$ cat config.mk
export PLATFORM = sky130hd
export DESIGN_NAME = port_req_queue_flat
export DESIGN_NICKNAME = d
export VERILOG_FILES = /design/src/rtl/port_q_pkg.sv /design/src/rtl/port_req_queue_if.sv /design/src/rtl/port_q_fifo.sv /design/src/rtl/port_req_queue.sv /design/src/flat_wrapper.sv
export SDC_FILE = /design/constraint.sdc
export NUM_CORES = 1
export LEC_CHECK = 0
export BUFFER_PORTS_ARGS = -buffer_cell sky130_fd_sc_hd__buf_2
export CORE_MARGIN = 5
export CORE_UTILIZATION = 40
export DETAILED_ROUTE_END_ITERATION = 12
export PLACE_DENSITY = 0.67
export RECOVER_POWER = 50
export SETUP_SLACK_MARGIN = 0.02
export SLEW_MARGIN = 40
export SYNTH_ARGS = -nofsm -noshare
export SYNTH_HDL_FRONTEND = slang
export SYNTH_SLANG_ARGS = --single-unit
$ cat constraint.sdc
create_clock -name clk -period 1.8 [get_ports clk]
set_input_delay 0.09 -clock clk [delete_from_list [all_inputs] [get_ports clk]]
set_output_delay 0.09 -clock clk [all_outputs]
set_load 0.02 [all_outputs]
$ cat src/rtl/port_q_pkg.sv
// ---------------------------------------------------------------------------
// port_q_pkg
//   Shared types for the port request queue:
//     q_state_e  - grant FSM states (IDLE, SERVE, HOLD)
//     ptr_width  - pointer width for a queue of a given depth
//   The port-number type itself (port_t) depends on NUM_PORTS. A package
//   cannot take parameters, so each module declares port_t from its own
//   PORT_W.
// ---------------------------------------------------------------------------
package port_q_pkg;

  // IDLE : queue empty, no grant outstanding
  // SERVE: queue holds at least one request
  // HOLD : one-cycle guard after a grant while the sink status catches up
  typedef enum logic [1:0] {
    IDLE  = 2'd0,
    SERVE = 2'd1,
    HOLD  = 2'd2
  } q_state_e;

  // Width of a head/tail pointer addressing 'depth' entries (at least 1 bit).
  function automatic int ptr_width(input int depth);
    int w;
    w = $clog2(depth);
    return (w < 1) ? 1 : w;
  endfunction

endpackage : port_q_pkg

$ cat src/rtl/port_req_queue_if.sv
// ---------------------------------------------------------------------------
// port_req_queue_if
//   Request/grant bundle between the requesting ports, the shared sink and
//   the port request queue.
//     enq_valid/enq_port/enq_ready  - request side handshake
//     out_ready                     - sink can take data
//     grant/grant_port/clear_avail  - grant strobe, mux select, flag clear
//     flush/clr_err                 - queue flush, overflow flag clear
//     count/full/overflow_err       - status
//   master: the environment (ports + sink); slave: the queue.
// ---------------------------------------------------------------------------
interface port_req_queue_if #(
  parameter int NUM_PORTS = 4,
  parameter int DEPTH     = 4
);
  localparam int PORT_W = $clog2(NUM_PORTS);
  localparam int CNT_W  = $clog2(DEPTH + 1);

  logic                 enq_valid;
  logic [PORT_W-1:0]    enq_port;
  logic                 enq_ready;
  logic                 out_ready;
  logic                 grant;
  logic [PORT_W-1:0]    grant_port;
  logic [NUM_PORTS-1:0] clear_avail;
  logic                 flush;
  logic                 clr_err;
  logic [CNT_W-1:0]     count;
  logic                 full;
  logic                 overflow_err;

  modport master (
    output enq_valid, enq_port, out_ready, flush, clr_err,
    input  enq_ready, grant, grant_port, clear_avail, count, full, overflow_err
  );

  modport slave (
    input  enq_valid, enq_port, out_ready, flush, clr_err,
    output enq_ready, grant, grant_port, clear_avail, count, full, overflow_err
  );

endinterface : port_req_queue_if

$ cat src/rtl/port_q_fifo.sv
// ---------------------------------------------------------------------------
// port_q_fifo
//   Circular buffer of port numbers with occupancy count. Pointers wrap by
//   comparison against DEPTH-1, so any DEPTH >= 2 works.
//   Ports:
//     clk, rst_b   - clock, async active-low reset
//     push         - write push_data at tail (honoured if not full or popping)
//     pop          - drop the head entry (honoured if not empty)
//     flush        - synchronous empty; overrides push/pop
//     push_data    - entry to write
//     head_data    - entry at head (meaningful when not empty)
//     count        - occupancy, 0..DEPTH
//     full, empty  - occupancy flags
// ---------------------------------------------------------------------------
module port_q_fifo
  import port_q_pkg::*;
#(
  parameter int DEPTH = 4,
  parameter int WIDTH = 2,
  parameter int CNT_W = $clog2(DEPTH + 1)
) (
  input  logic             clk,
  input  logic             rst_b,
  input  logic             push,
  input  logic             pop,
  input  logic             flush,
  input  logic [WIDTH-1:0] push_data,
  output logic [WIDTH-1:0] head_data,
  output logic [CNT_W-1:0] count,
  output logic             full,
  output logic             empty
);

  localparam int PTR_W = ptr_width(DEPTH);
  typedef logic [PTR_W-1:0] ptr_t;

  logic [WIDTH-1:0] mem_q [DEPTH];
  logic [WIDTH-1:0] mem_d [DEPTH];
  ptr_t             head_q, head_d;
  ptr_t             tail_q, tail_d;
  logic [CNT_W-1:0] count_q, count_d;
  logic             push_ok, pop_ok;

  function automatic ptr_t ptr_inc(input ptr_t p);
    return (p == ptr_t'(DEPTH - 1)) ? '0 : p + ptr_t'(1);
  endfunction

  assign full      = (count_q == CNT_W'(DEPTH));
  assign empty     = (count_q == '0);
  assign count     = count_q;
  assign head_data = mem_q[head_q];

  // The caller should never push into a full queue without popping, or pop
  // an empty one; gating here keeps count within 0..DEPTH regardless.
  assign push_ok = push && (!full || pop);
  assign pop_ok  = pop && !empty;

  always_comb begin
    mem_d   = mem_q;
    head_d  = head_q;
    tail_d  = tail_q;
    count_d = count_q;
    if (flush) begin
      head_d  = '0;
      tail_d  = '0;
      count_d = '0;
    end else begin
      if (push_ok) begin
        mem_d[tail_q] = push_data;
        tail_d        = ptr_inc(tail_q);
      end
      if (pop_ok) begin
        head_d = ptr_inc(head_q);
      end
      if (push_ok && !pop_ok) begin
        count_d = count_q + CNT_W'(1);
      end else if (pop_ok && !push_ok) begin
        count_d = count_q - CNT_W'(1);
      end
    end
  end

  always_ff @(posedge clk or negedge rst_b) begin
    if (!rst_b) begin
      for (int i = 0; i < DEPTH; i++) begin
        mem_q[i] <= '0;
      end
      head_q  <= '0;
      tail_q  <= '0;
      count_q <= '0;
    end else begin
      mem_q   <= mem_d;
      head_q  <= head_d;
      tail_q  <= tail_d;
      count_q <= count_d;
    end
  end

endmodule : port_q_fifo

$ cat src/rtl/port_req_queue.sv
// ---------------------------------------------------------------------------
// port_req_queue
//   Queues requesting port numbers in arrival order and grants them one at a
//   time to a shared sink. An empty queue forwards a request straight to the
//   sink in the same cycle (bypass). After every grant the sink is ignored
//   for one cycle because its ready status lags by a cycle.
//   Parameters:
//     NUM_PORTS - requesting ports (>= 2)
//     DEPTH     - queue entries (>= 2, any value)
//     DEDUP     - 1: a port already waiting in the queue is not queued again
//   Ports:
//     clk, rst_b - clock, async active-low reset
//     bus        - port_req_queue_if slave modport:
//                  enq_valid/enq_port/enq_ready, out_ready, grant,
//                  grant_port, clear_avail, flush, clr_err, count, full,
//                  overflow_err
// ---------------------------------------------------------------------------
module port_req_queue
  import port_q_pkg::*;
#(
  parameter int NUM_PORTS = 4,
  parameter int DEPTH     = 4,
  parameter int DEDUP     = 0
) (
  input  logic              clk,
  input  logic              rst_b,
  port_req_queue_if.slave   bus
);

  localparam int PORT_W = $clog2(NUM_PORTS);
  localparam int CNT_W  = $clog2(DEPTH + 1);

  typedef logic [PORT_W-1:0] port_t;

  q_state_e             state_q, state_d;
  logic [NUM_PORTS-1:0] pending_q, pending_d;
  logic                 overflow_q, overflow_d;

  port_t                head_port;
  logic [CNT_W-1:0]     fifo_count;
  logic                 fifo_full;
  logic                 fifo_empty;

  logic                 grant_ok;
  logic                 pop;
  logic                 bypass;
  logic                 grant;
  port_t                grant_port;
  logic [NUM_PORTS-1:0] clear_avail;
  logic                 dup;
  logic                 room;
  logic                 want_enq;
  logic                 push;
  logic                 drop;
  logic                 enq_ready;
  logic                 next_nonempty;

  port_q_fifo #(
    .DEPTH (DEPTH),
    .WIDTH (PORT_W),
    .CNT_W (CNT_W)
  ) u_fifo (
    .clk       (clk),
    .rst_b     (rst_b),
    .push      (push),
    .pop       (pop),
    .flush     (bus.flush),
    .push_data (bus.enq_port),
    .head_data (head_port),
    .count     (fifo_count),
    .full      (fifo_full),
    .empty     (fifo_empty)
  );

  // Grant and enqueue decode. Queued requests always win the grant over a
  // new request, so bypass only happens with an empty queue. A full queue
  // can still take a request in a cycle where it also pops.
  always_comb begin
    grant_ok = (state_q != HOLD) && bus.out_ready && !bus.flush;
    pop      = grant_ok && !fifo_empty;
    bypass   = grant_ok && fifo_empty && bus.enq_valid;
    grant    = pop || bypass;

    grant_port = '0;
    if (pop) begin
      grant_port = head_port;
    end else if (bypass) begin
      grant_port = bus.enq_port;
    end

    clear_avail = '0;
    if (grant) begin
      clear_avail[grant_port] = 1'b1;
    end

    dup       = (DEDUP != 0) && pending_q[bus.enq_port];
    room      = !fifo_full || pop;
    want_enq  = bus.enq_valid && !bypass && !bus.flush;
    push      = want_enq && !dup && room;
    drop      = want_enq && !dup && !room;
    enq_ready = !bus.flush && (room || dup);

    // Occupancy after this edge is non-zero if something is written, or if
    // something remains after a possible pop of the last entry.
    next_nonempty = push || (!fifo_empty && !(pop && (fifo_count == CNT_W'(1))));
  end

  // Next-state logic. Flush dominates; any grant forces the HOLD guard.
  always_comb begin
    state_d = state_q;
    if (bus.flush) begin
      state_d = IDLE;
    end else if (grant) begin
      state_d = HOLD;
    end else begin
      case (state_q)
        IDLE:    if (push) state_d = SERVE;
        SERVE:   if (!next_nonempty) state_d = IDLE;
        HOLD:    state_d = next_nonempty ? SERVE : IDLE;
        default: state_d = IDLE;
      endcase
    end
  end

  // Pending mask mirrors which ports sit in the queue. A port can only be
  // pushed when not pending, so the pop-clear and push-set never collide.
  always_comb begin
    pending_d = '0;
    if (DEDUP != 0) begin
      pending_d = pending_q;
      if (bus.flush) begin
        pending_d = '0;
      end else begin
        if (pop) begin
          pending_d[head_port] = 1'b0;
        end
        if (push) begin
          pending_d[bus.enq_port] = 1'b1;
        end
      end
    end
  end

  // Sticky overflow flag; a drop in the same cycle as clr_err wins.
  always_comb begin
    overflow_d = overflow_q;
    if (bus.clr_err) begin
      overflow_d = 1'b0;
    end
    if (drop) begin
      overflow_d = 1'b1;
    end
  end

  always_ff @(posedge clk or negedge rst_b) begin
    if (!rst_b) begin
      state_q    <= IDLE;
      pending_q  <= '0;
      overflow_q <= 1'b0;
    end else begin
      state_q    <= state_d;
      pending_q  <= pending_d;
      overflow_q <= overflow_d;
    end
  end

  assign bus.enq_ready    = enq_ready;
  assign bus.grant        = grant;
  assign bus.grant_port   = grant_port;
  assign bus.clear_avail  = clear_avail;
  assign bus.count        = fifo_count;
  assign bus.full         = fifo_full;
  assign bus.overflow_err = overflow_q;

endmodule : port_req_queue
$ cat src/flat_wrapper.sv
// flat-port wrapper written by rule: the top's interface ports become plain ports
module port_req_queue_flat import port_q_pkg::*;
#(
  parameter int NUM_PORTS = 4,
  parameter int DEPTH     = 4,
  parameter int DEDUP     = 0
)
  (clk, rst_b, bus_enq_valid, bus_enq_port, bus_out_ready, bus_flush, bus_clr_err, bus_enq_ready, bus_grant, bus_grant_port, bus_clear_avail, bus_count, bus_full, bus_overflow_err);
  port_req_queue_if #(.NUM_PORTS(NUM_PORTS), .DEPTH(DEPTH)) bus_i ();
  input  logic clk;
  input  logic rst_b;
  input wire logic [$bits(bus_i.enq_valid)-1:0] bus_enq_valid;
  input wire logic [$bits(bus_i.enq_port)-1:0] bus_enq_port;
  input wire logic [$bits(bus_i.out_ready)-1:0] bus_out_ready;
  input wire logic [$bits(bus_i.flush)-1:0] bus_flush;
  input wire logic [$bits(bus_i.clr_err)-1:0] bus_clr_err;
  output wire logic [$bits(bus_i.enq_ready)-1:0] bus_enq_ready;
  output wire logic [$bits(bus_i.grant)-1:0] bus_grant;
  output wire logic [$bits(bus_i.grant_port)-1:0] bus_grant_port;
  output wire logic [$bits(bus_i.clear_avail)-1:0] bus_clear_avail;
  output wire logic [$bits(bus_i.count)-1:0] bus_count;
  output wire logic [$bits(bus_i.full)-1:0] bus_full;
  output wire logic [$bits(bus_i.overflow_err)-1:0] bus_overflow_err;
  assign bus_i.enq_valid = bus_enq_valid;
  assign bus_i.enq_port = bus_enq_port;
  assign bus_i.out_ready = bus_out_ready;
  assign bus_i.flush = bus_flush;
  assign bus_i.clr_err = bus_clr_err;
  assign bus_enq_ready = bus_i.enq_ready;
  assign bus_grant = bus_i.grant;
  assign bus_grant_port = bus_i.grant_port;
  assign bus_clear_avail = bus_i.clear_avail;
  assign bus_count = bus_i.count;
  assign bus_full = bus_i.full;
  assign bus_overflow_err = bus_i.overflow_err;
  port_req_queue #(.NUM_PORTS(NUM_PORTS), .DEPTH(DEPTH), .DEDUP(DEDUP)) u_core (.clk(clk), .rst_b(rst_b), .bus(bus_i));
endmodule
==> flow_summary.ini, run 1 <==
[run_status]
status = finished, violations left
violations = negative setup slack

[setup_path]
rr_startpoint = u_core.u_fifo.count[1]$_DFFE_PN0P_
critPathTopFamily = simple AND/OR/NAND/NOR gates
crit_type = reg2out
r2r_cells = 8
r2r_end = u_core.u_fifo.count[1]$_DFFE_PN0P_
reg2reg_slack_ns = 0.05
cp.depth = 8
arrival_ns = 1.78
path_cells = inv_4 -> ha_4 -> nor2b_4 -> nand3_1 -> o311a_1 -> nand2b_4 -> nor2_4 -> buf_6
start_kind = flip-flop
slowest_delay_ns = 0.44
end_kind = output port
critPathBufInv = 2
crit_path_max_fanout = 6
slowest_stage = dfrtp_2
required_ns = 1.71
crit_start = u_core.u_fifo.count[1]$_DFFE_PN0P_
critPathCapture = bus_clear_avail[3]

[synth]
yosys_most_used_dff = dfrtp_1
yosysSeqAreaShare_pct = 37.4
synthTopCellsByCount = nor2_1 (19), dfrtp_1 (18), inv_1 (9), mux2_2 (9), nand2_1 (9)
synth_nets = 138
yosysWarnings = 0
ys_ff_latch = 18
synth.most_common_cell = nor2_1
synth_top_cells_by_area = dfrtp_1 (37%), mux2_2 (8.4%), ha_1 (8.3%)
synth_area_leader_cell = dfrtp_1
syn_avg_cell_area_um2 = 9.88
netlist_instances = 122
synth_area_um2 = 1200
synth.top_cell.area_share_pct = 37.4
ys_async_sr_fraction_pct = 100
synth_edf_count = 0
synth.distinct_cells = 37

[cts]
cts_tree = done
root_buffer = clkbuf_4
numCtsBuffers = 3
cts.reportedPaths.clkPinSlew_ns = 0.12
clk_latency_ns = 0.30
htreeDepth = 1
cts_num_sinks = 18
cts_buffer_depth = 2

[timing]
drv_slew = 0
worst_slew_pin_slew_ns = 1.03
rsz0062_at_grt = yes
timing.hold.ws_ns = 0.0985
clock_skew_ns = 0.0101
final_hold_viol_count = 0
max_freq_mhz = 536
fin_crit_sh_pct = 104
slew_headroom_pct = 31.4
setup_violations = 4
finalCriticalPeriod_ns = 1.87
worst_slack_ns = -0.0667

[die]
start_util_pct = 40.5
fp.dieW_um = 64.9
io_pins = 21
die_area_um2 = 4210
core_um2 = 2980
fp-row-count = 20
die_h_um = 64.9

[hold_path]
hp-class = in2reg
min_path_cells = 2

[placed_design]
dp.final_hpwl_um = 2070
gp_congestion = 0.788
port_buffers = 20
pre_cts_ws_ns = 0.0433
placed_cell_area_um2 = 1360

[global_route]
grt_pass1_vias = 1104
antenna_found_initial = 0
gr-total-overflow = 0
grtUsageTotal_pct = 15.3
grt_max_degree = 19
grt_first_pass_wirelength_um = 4950

[pwr]
leakage_nw = 0.721
ir_worst_vdd_uv = 570
cellPowerDensity_nw_per_um2 = 1150

[final_layout]
fin_nets = 173
syn_to_final_growth_pct = 27.8
drive_gt1_share_pct = 42.3
finalInstanceArea_um2 = 1540
num_antenna_cells = 0

[routing]
ant_nets = 0
avgViaCountPerCell = 5.38
first_pass_iters = 4
drc = 0
totalWireLength_um = 2870
drtIter0Drc = 30
vias = 1016
wire_per_inst_um = 15.2

[run]
maxCapViolations = 0
[state kept, by name, indices dropped and copies added (netlist names)]
name and cells:
u_core.u_fifo.mem_q 8, u_core.state_q 2, u_core.u_fifo.tail_q 2, u_core.u_fifo.count 3
u_core.u_fifo.head_q 2, u_core.bus.overflow_err 1
[cell usage in the layout, fill, tap and decap left out, types with 2 or more instances in the layout]
cell | netlist | layout
buf_4 | 1 | 12
mux2_2 | 9 | 9
dfrtp_2 | 0 | 4
nand2_1 | 9 | 9
nor2_1 | 19 | 17
ha_1 | 8 | 7
nand2b_1 | 3 | 2
dlygate4sd3_1 | 0 | 2
inv_2 | 0 | 2
buf_6 | 0 | 3
dfrtp_1 | 18 | 14
nor4_1 | 3 | 3
xnor2_1 | 2 | 2
nand3_1 | 5 | 5
nand2b_4 | 2 | 3
clkbuf_1 | 0 | 2
nor2_4 | 1 | 3
buf_2 | 1 | 13
inv_1 | 9 | 6
clkbuf_4 | 0 | 3
o21ai_0 | 4 | 4
a21oi_1 | 6 | 5
[cell families after synthesis]
kind of cell	count (synthesis)	share of synthesized area, %
flip-flops	18	37.4
adder cells (fa/ha/maj)	8	8.31
AND/OR/NAND/NOR	51	24.1
multiplexers	12	12.4
AO/OA/AOI/OAI	19	11.8
buffers and inverters	11	3.84
XOR/XNOR	3	2.18
[how the worst min path moves through the flow]
stage	start	end	slack [ns]
after floorplan	rst_b	u_core.bus.overflow_err$_DFFE_PN0P_	-0.21
after global placement	rst_b	u_core.bus.overflow_err$_DFFE_PN0P_	0.04
after detailed placement	rst_b	u_core.state_q[1]$_DFFE_PN0P_	0.06
after CTS	bus_enq_port[1]	u_core.u_fifo.mem_q[7]$_DFFE_PN0P_	0.09
after global routing	bus_enq_port[1]	u_core.u_fifo.mem_q[1]$_DFFE_PN0P_	0.09
final	bus_enq_port[1]	u_core.u_fifo.mem_q[3]$_DFFE_PN0P_	0.1
[power breakdown]
group	internal (mW)	total, mW	switching [mW]	leakage [nW]
sequential	0.527	0.606	0.0791	0.229
combinational	0.453	0.906	0.453	0.471
clock	0.123	0.261	0.137	0.0210
[cell type report]
cell class | count | area, µm²
Clock buffer | 4 | 36.3
Fill cell | 273 | 1440
Inverter | 9 | 36.3
Multi-Input combinational cell | 93 | 754
Sequential cell | 18 | 455
Tap cell | 33 | 41.3
Timing Repair Buffer | 32 | 216
[repair_timing]
action / CTS / global route
endpoints found under the setup margin: 6 / 8
gates resized for setup: 16 / 4
hold buffers: 2 / 0
hold endpoints to repair: 19 / 0
pin swaps: 3 / 0
setup buffers: 8 / 0
[per-layer routing]
layer,GRT usage (%),up-vias,wire [µm]
li1,-,488,-
met1,15.7,495,1170
met2,29.6,27,1550
met3,4.16,6,114
met4,4.75,0,32
met5,0,-,0
[through the flow]
step / total power [mW] / setup TNS, ns / utilization [%] / cells
floorplan: 1.13 / 0 / - / 122
global placement: 1.31 / 0 / 45.8 / 175
detailed placement: 1.33 / 0 / 45.8 / 175
CTS: 1.77 / -0.231 / 51.6 / 189
global route: 1.89 / -0.767 / 51.7 / 189
finish: 1.77 / -0.198 / 51.7 / 189
Note: power is estimated with default switching activity, not from simulation.
==> inputs of run 2 (changes only) <==
==> constraint.sdc (replaced) <==
create_clock -name clk -period 1.8 [get_ports clk]
set_input_delay 0.09 -clock clk [delete_from_list [all_inputs] [get_ports clk]]
set_output_delay 0.09 -clock clk [all_outputs]
set_load 0.005 [all_outputs]
==> run 2 against run 1 <==
The run still ends with negative setup slack left. Non-clock buffer count rose by 3. Critical path depth fell by 1. Sequential cell count did not move. Cell area rose by 0.81%. First-iteration DRC count rose to 3.2 times the previous value. Final cell count rose by 1.6%. Global-route usage fell by 0.17 points. Register-to-register slack improved by 0.05 ns. Critical path type unchanged. Largest power group unchanged.
==> flow_summary.ini, run 2 (synthesis gave the netlist of run 1 again) <==
[timing]
max_freq_mhz = 550
fin_crit_sh_pct = 101
clock_skew_ns = 0.00381
setup_violations = 3
slew_headroom_pct = 30.2
rsz0062_at_grt = yes
timing.hold.ws_ns = 0.0823
worst_slew_pin_slew_ns = 1.05
timing.setup.tns_ns = -0.0330
finalCriticalPeriod_ns = 1.82
final_hold_viol_count = 0
worst_slack_ns = -0.0169
drv_slew = 0

[routing]
dr_wl_met2_um = 1360
ant_nets = 0
first_pass_iters = 4
met3WireLength_um = 167
drc = 0
wire_per_inst_um = 14.7
wl_met1_um = 1250
drtIter0Drc = 97
vias = 1043
avgViaCountPerCell = 5.43
top_layer = met4
totalWireLength_um = 2820

[placed_design]
gp_congestion = 0.824
pre_cts_ws_ns = 0.0494
dp_cells = 177
dp.final_hpwl_um = 2020
port_buffers = 20

[final_layout]
final_cells = 192
syn_to_final_growth_pct = 28.9
final_common_cell = buf_2
num_antenna_cells = 0
fin_nets = 176
max_flop_register = u_core.u_fifo.mem_q
largest_reg_flops = 8
drive_gt1_share_pct = 43.4
mostFrequentLayoutCells = buf_2 (18), dfrtp_1 (17), nor2_1 (15)

[cts]
cts.reportedPaths.clkPinSlew_ns = 0.11
root_buffer = clkbuf_4
clk_latency_ns = 0.30
cts_tree = done
numCtsBuffers = 3
htreeDepth = 1
cts_buffer_depth = 2
cts_num_sinks = 18

[pwr]
leakage_nw = 0.739
power.total_mw = 1.78
p_comb_share_pct = 51.9
clkPwrFrac_pct = 14.4
switchingPower_uw = 634
cellPowerDensity_nw_per_um2 = 1140
p_seq_share_pct = 33.8
netSwitchingFraction_pct = 35.7
ir_worst_vdd_uv = 489
intPower_mw = 1.14

[setup_path]
arrival_ns = 1.73
required_ns = 1.71
end_kind = output port
crit_path_max_fanout = 5
crit_type = reg2out
start_kind = flip-flop

[die]
start_util_pct = 40.5
die_h_um = 64.9
die_area_um2 = 4210
fp.dieW_um = 64.9
io_pins = 21
core_um2 = 2980
fp-row-count = 20

[global_route]
grt_first_pass_wirelength_um = 4890
antenna_found_initial = 0
gr-total-overflow = 0
grt_max_degree = 19
grt_pass1_vias = 1063
grtUsageTotal_pct = 15.1

[hold_path]
hp-class = in2reg

[run]
maxCapViolations = 0

[run_status]
status = finished, violations left
violations = negative setup slack
[run 2: cell types whose count changed in the layout (fill, tap and decap cells not counted), sizes merged]
cell,delta
clkbuf,+1
buf,+2
[run 2: worst max-delay path, stage by stage, from the launching register on]
cell	delay, ns
dfrtp_1	0.38
inv_2	0.06
ha_4	0.16
nor2b_4	0.14
o311a_1	0.33
nand2b_4	0.17
nor2_4	0.08
buf_2	0.12
[run 2: per-layer routing]
metal,up-vias,track usage (%)
li1,490,-
met1,522,19.8
met2,26,24.3
met3,5,3.47
met4,0,5.54
met5,-,0
[run 2: cell type report]
type	instances	area [µm²]
Sequential cell	18	452
Inverter	9	33.8
Tap cell	33	41.3
Timing Repair Buffer	35	215
Fill cell	269	1430
Multi-Input combinational cell	93	774
Clock buffer	4	36.3
[run 2: through the flow]
stage	util, %	area, µm²
2_1_floorplan	-	1200
3_3_place_gp	45.8	1360
3_5_place_dp	45.8	1360
4_1_cts	51.8	1540
5_1_grt	52.1	1550
6_report	52.1	1550
[run 2: final timing paths]
kind / slack, ns / cells past startpoint / endpoint / startpoint
worst max-delay path: -0.02 / 7 / bus_clear_avail[2] / u_core.u_fifo.count[0]$_DFFE_PN0P_
worst min-delay path: 0.08 / 2 / u_core.u_fifo.mem_q[3]$_DFFE_PN0P_ / bus_enq_port[1]
worst max register to register: 0.10 / 7 / u_core.u_fifo.tail_q[1]$_DFFE_PN0P_ / u_core.u_fifo.count[0]$_DFFE_PN0P_
worst min register to register: 0.52 / 1 / u_core.u_fifo.mem_q[7]$_DFFE_PN0P_ / u_core.u_fifo.mem_q[7]$_DFFE_PN0P_
max in group asynchronous: 0.63 / 2 / u_core.u_fifo.head_q[0]$_DFFE_PN0P_ / rst_b
min in group asynchronous: 0.48 / 2 / u_core.u_fifo.count[2]$_DFFE_PN0P_ / rst_b
[run 2: what timing repair did]
| item | in CTS | in global routing |
|---|---|---|
| buffers inserted | 8 | 1 |
| pin swaps | 5 | 1 |
| endpoints found under the setup margin | 6 | 9 |
| gates resized for setup | 18 | 2 |
| hold endpoints to repair | 19 | 0 |
| hold buffers | 2 | 0 |
[run 2: power groups by stage]
stage | clock network (mW) | registers [mW] | logic, mW
global route | 0.295 | 0.616 | 1.02
global placement | 0 | 0.600 | 0.666
CTS | 0.271 | 0.599 | 0.899
detailed placement | 0 | 0.607 | 0.684
floorplan | 0 | 0.597 | 0.473
finish | 0.255 | 0.600 | 0.922
==> inputs of run 3 (changes only) <==
==> constraint.sdc (replaced) <==
create_clock -name clk -period 2.05 [get_ports clk]
set_input_delay 0.1025 -clock clk [delete_from_list [all_inputs] [get_ports clk]]
set_output_delay 0.1025 -clock clk [all_outputs]
set_load 0.005 [all_outputs]
==> run 3 against run 2 <==
The run now ends clean. First-iteration DRC count decreased by 49%. Clock power decreased by 11%. Critical endpoint unchanged. Non-clock buffer count decreased by 7. Via count decreased by 8.2%. Cell area decreased by 6.0%.
==> flow_summary.ini, run 3 (synthesis gave the netlist of run 1 again) <==
[routing]
first_pass_iters = 4
ant_nets = 0
drtIter0Drc = 49
wire_per_inst_um = 14.5
avgViaCountPerCell = 5.17
vias = 957
drc = 0
totalWireLength_um = 2670

[global_route]
grt_first_pass_wirelength_um = 4590
gr-total-overflow = 0
antenna_found_initial = 0
grtUsageTotal_pct = 14.3
grt_max_degree = 19
grt_pass1_vias = 991

[die]
fp-row-count = 20
fp.dieW_um = 64.9
io_pins = 21
die_h_um = 64.9
die_area_um2 = 4210
start_util_pct = 40.5
core_um2 = 2980

[pwr]
power.total_mw = 1.42
leakage_nw = 0.701
ir_worst_vdd_uv = 380
cellPowerDensity_nw_per_um2 = 975

[setup_path]
slowest_stage = dfrtp_1
reg2reg_slack_ns = 0.37
slowest_delay_ns = 0.37
arrival_ns = 1.89
crit_path_max_fanout = 6
end_kind = output port
required_ns = 1.95
start_kind = flip-flop
crit_type = reg2out
path_cells = inv_1 -> ha_4 -> nor2b_4 -> o311a_1 -> nand2b_4 -> nor2_2 -> buf_2

[hold_path]
hp-class = in2reg

[placed_design]
dp.final_hpwl_um = 2040
port_buffers = 20
pre_cts_ws_ns = 0.168
gp_congestion = 0.814

[timing]
rsz0062_at_grt = yes
final_hold_viol_count = 0
fin_crit_sh_pct = 97.1
setup_violations = 0
worst_slack_ns = 0.0589
clock_skew_ns = 0.00131
drv_slew = 0
timing.hold.ws_ns = 0.105
slew_headroom_pct = 36.0
worst_slew_pin_slew_ns = 0.960
max_freq_mhz = 502
finalCriticalPeriod_ns = 1.99

[final_layout]
largest_reg_flops = 8
max_flop_register = u_core.u_fifo.mem_q
num_antenna_cells = 0
syn_to_final_growth_pct = 21.2
mostFrequentLayoutCells = nor2_1 (18), buf_2 (18), dfrtp_1 (18)
fin_nets = 169
drive_gt1_share_pct = 34.9

[cts]
cts_buffer_depth = 2
root_buffer = clkbuf_4
cts.reportedPaths.clkPinSlew_ns = 0.11
cts_tree = done
cts_num_sinks = 18
numCtsBuffers = 3
htreeDepth = 1
clk_latency_ns = 0.30

[run]
maxCapViolations = 0

[run_status]
status = completed
[run 3: layer usage]
| layer | track usage, % | share of wire, % | vias to the layer above |
|---|---|---|---|
| li1 | - | - | 482 |
| met1 | 18.3 | 47 | 444 |
| met2 | 23.0 | 46 | 24 |
| met3 | 3.12 | 5.3 | 7 |
| met4 | 6.33 | 2.3 | 0 |
| met5 | 0 | 0 | - |
[run 3: worst max-delay path: cells and delay by family (launching register included)]
kind                     cells  cell delay [ns]
adder cells (fa/ha/maj)      1             0.20
AO/OA/AOI/OAI                1             0.35
buffers and inverters        2             0.24
AND/OR/NAND/NOR              3             0.43
flip-flops                   1             0.37
[run 3: final cells by class]
cell class	count	area, µm²
Clock buffer	4	36.3
Fill cell	278	1520
Inverter	9	33.8
Multi-Input combinational cell	93	739
Sequential cell	18	450
Tap cell	33	41.3
Timing Repair Buffer	28	159
[run 3: per-stage QoR]
step | instance area [µm²] | util, % | setup TNS [ns] | std cells
final | 1460 | 49.0 | 0 | 185
after floorplan | 1200 | - | 0 | 122
after detailed placement | 1340 | 45.0 | 0 | 174
after CTS | 1420 | 47.8 | 0 | 182
after global routing | 1460 | 49.0 | -0.00158 | 185
after global placement | 1340 | 45.0 | 0 | 174
[run 3: where the power goes]
part | switching (mW) | internal (mW) | total (mW)
sequential | 0.0672 | 0.458 | 0.526
clock | 0.119 | 0.109 | 0.228
combinational | 0.318 | 0.352 | 0.670
[run 3: path summary, 6_finish.rpt]
path                       cells past startpoint                             endpoint                          startpoint
max                                            7                   bus_clear_avail[2]  u_core.u_fifo.count[0]$_DFFE_PN0P_
min                                            2   u_core.u_fifo.mem_q[3]$_DFFE_PN0P_                     bus_enq_port[1]
max reg2reg                                    5  u_core.u_fifo.tail_q[1]$_DFFE_PN0P_  u_core.u_fifo.count[2]$_DFFE_PN0P_
min reg2reg                                    1   u_core.u_fifo.mem_q[1]$_DFFE_PN0P_  u_core.u_fifo.mem_q[1]$_DFFE_PN0P_
max in group asynchronous                      2   u_core.u_fifo.count[2]$_DFFE_PN0P_                               rst_b
min in group asynchronous                      2        u_core.state_q[0]$_DFFE_PN0P_                               rst_b
[run 3: repair_timing]
item,CTS,global route
endpoints found under the hold margin,19,0
hold buffers,2,0
gates resized for setup,3,4
buffers inserted,2,3
setup endpoints to repair,6,4
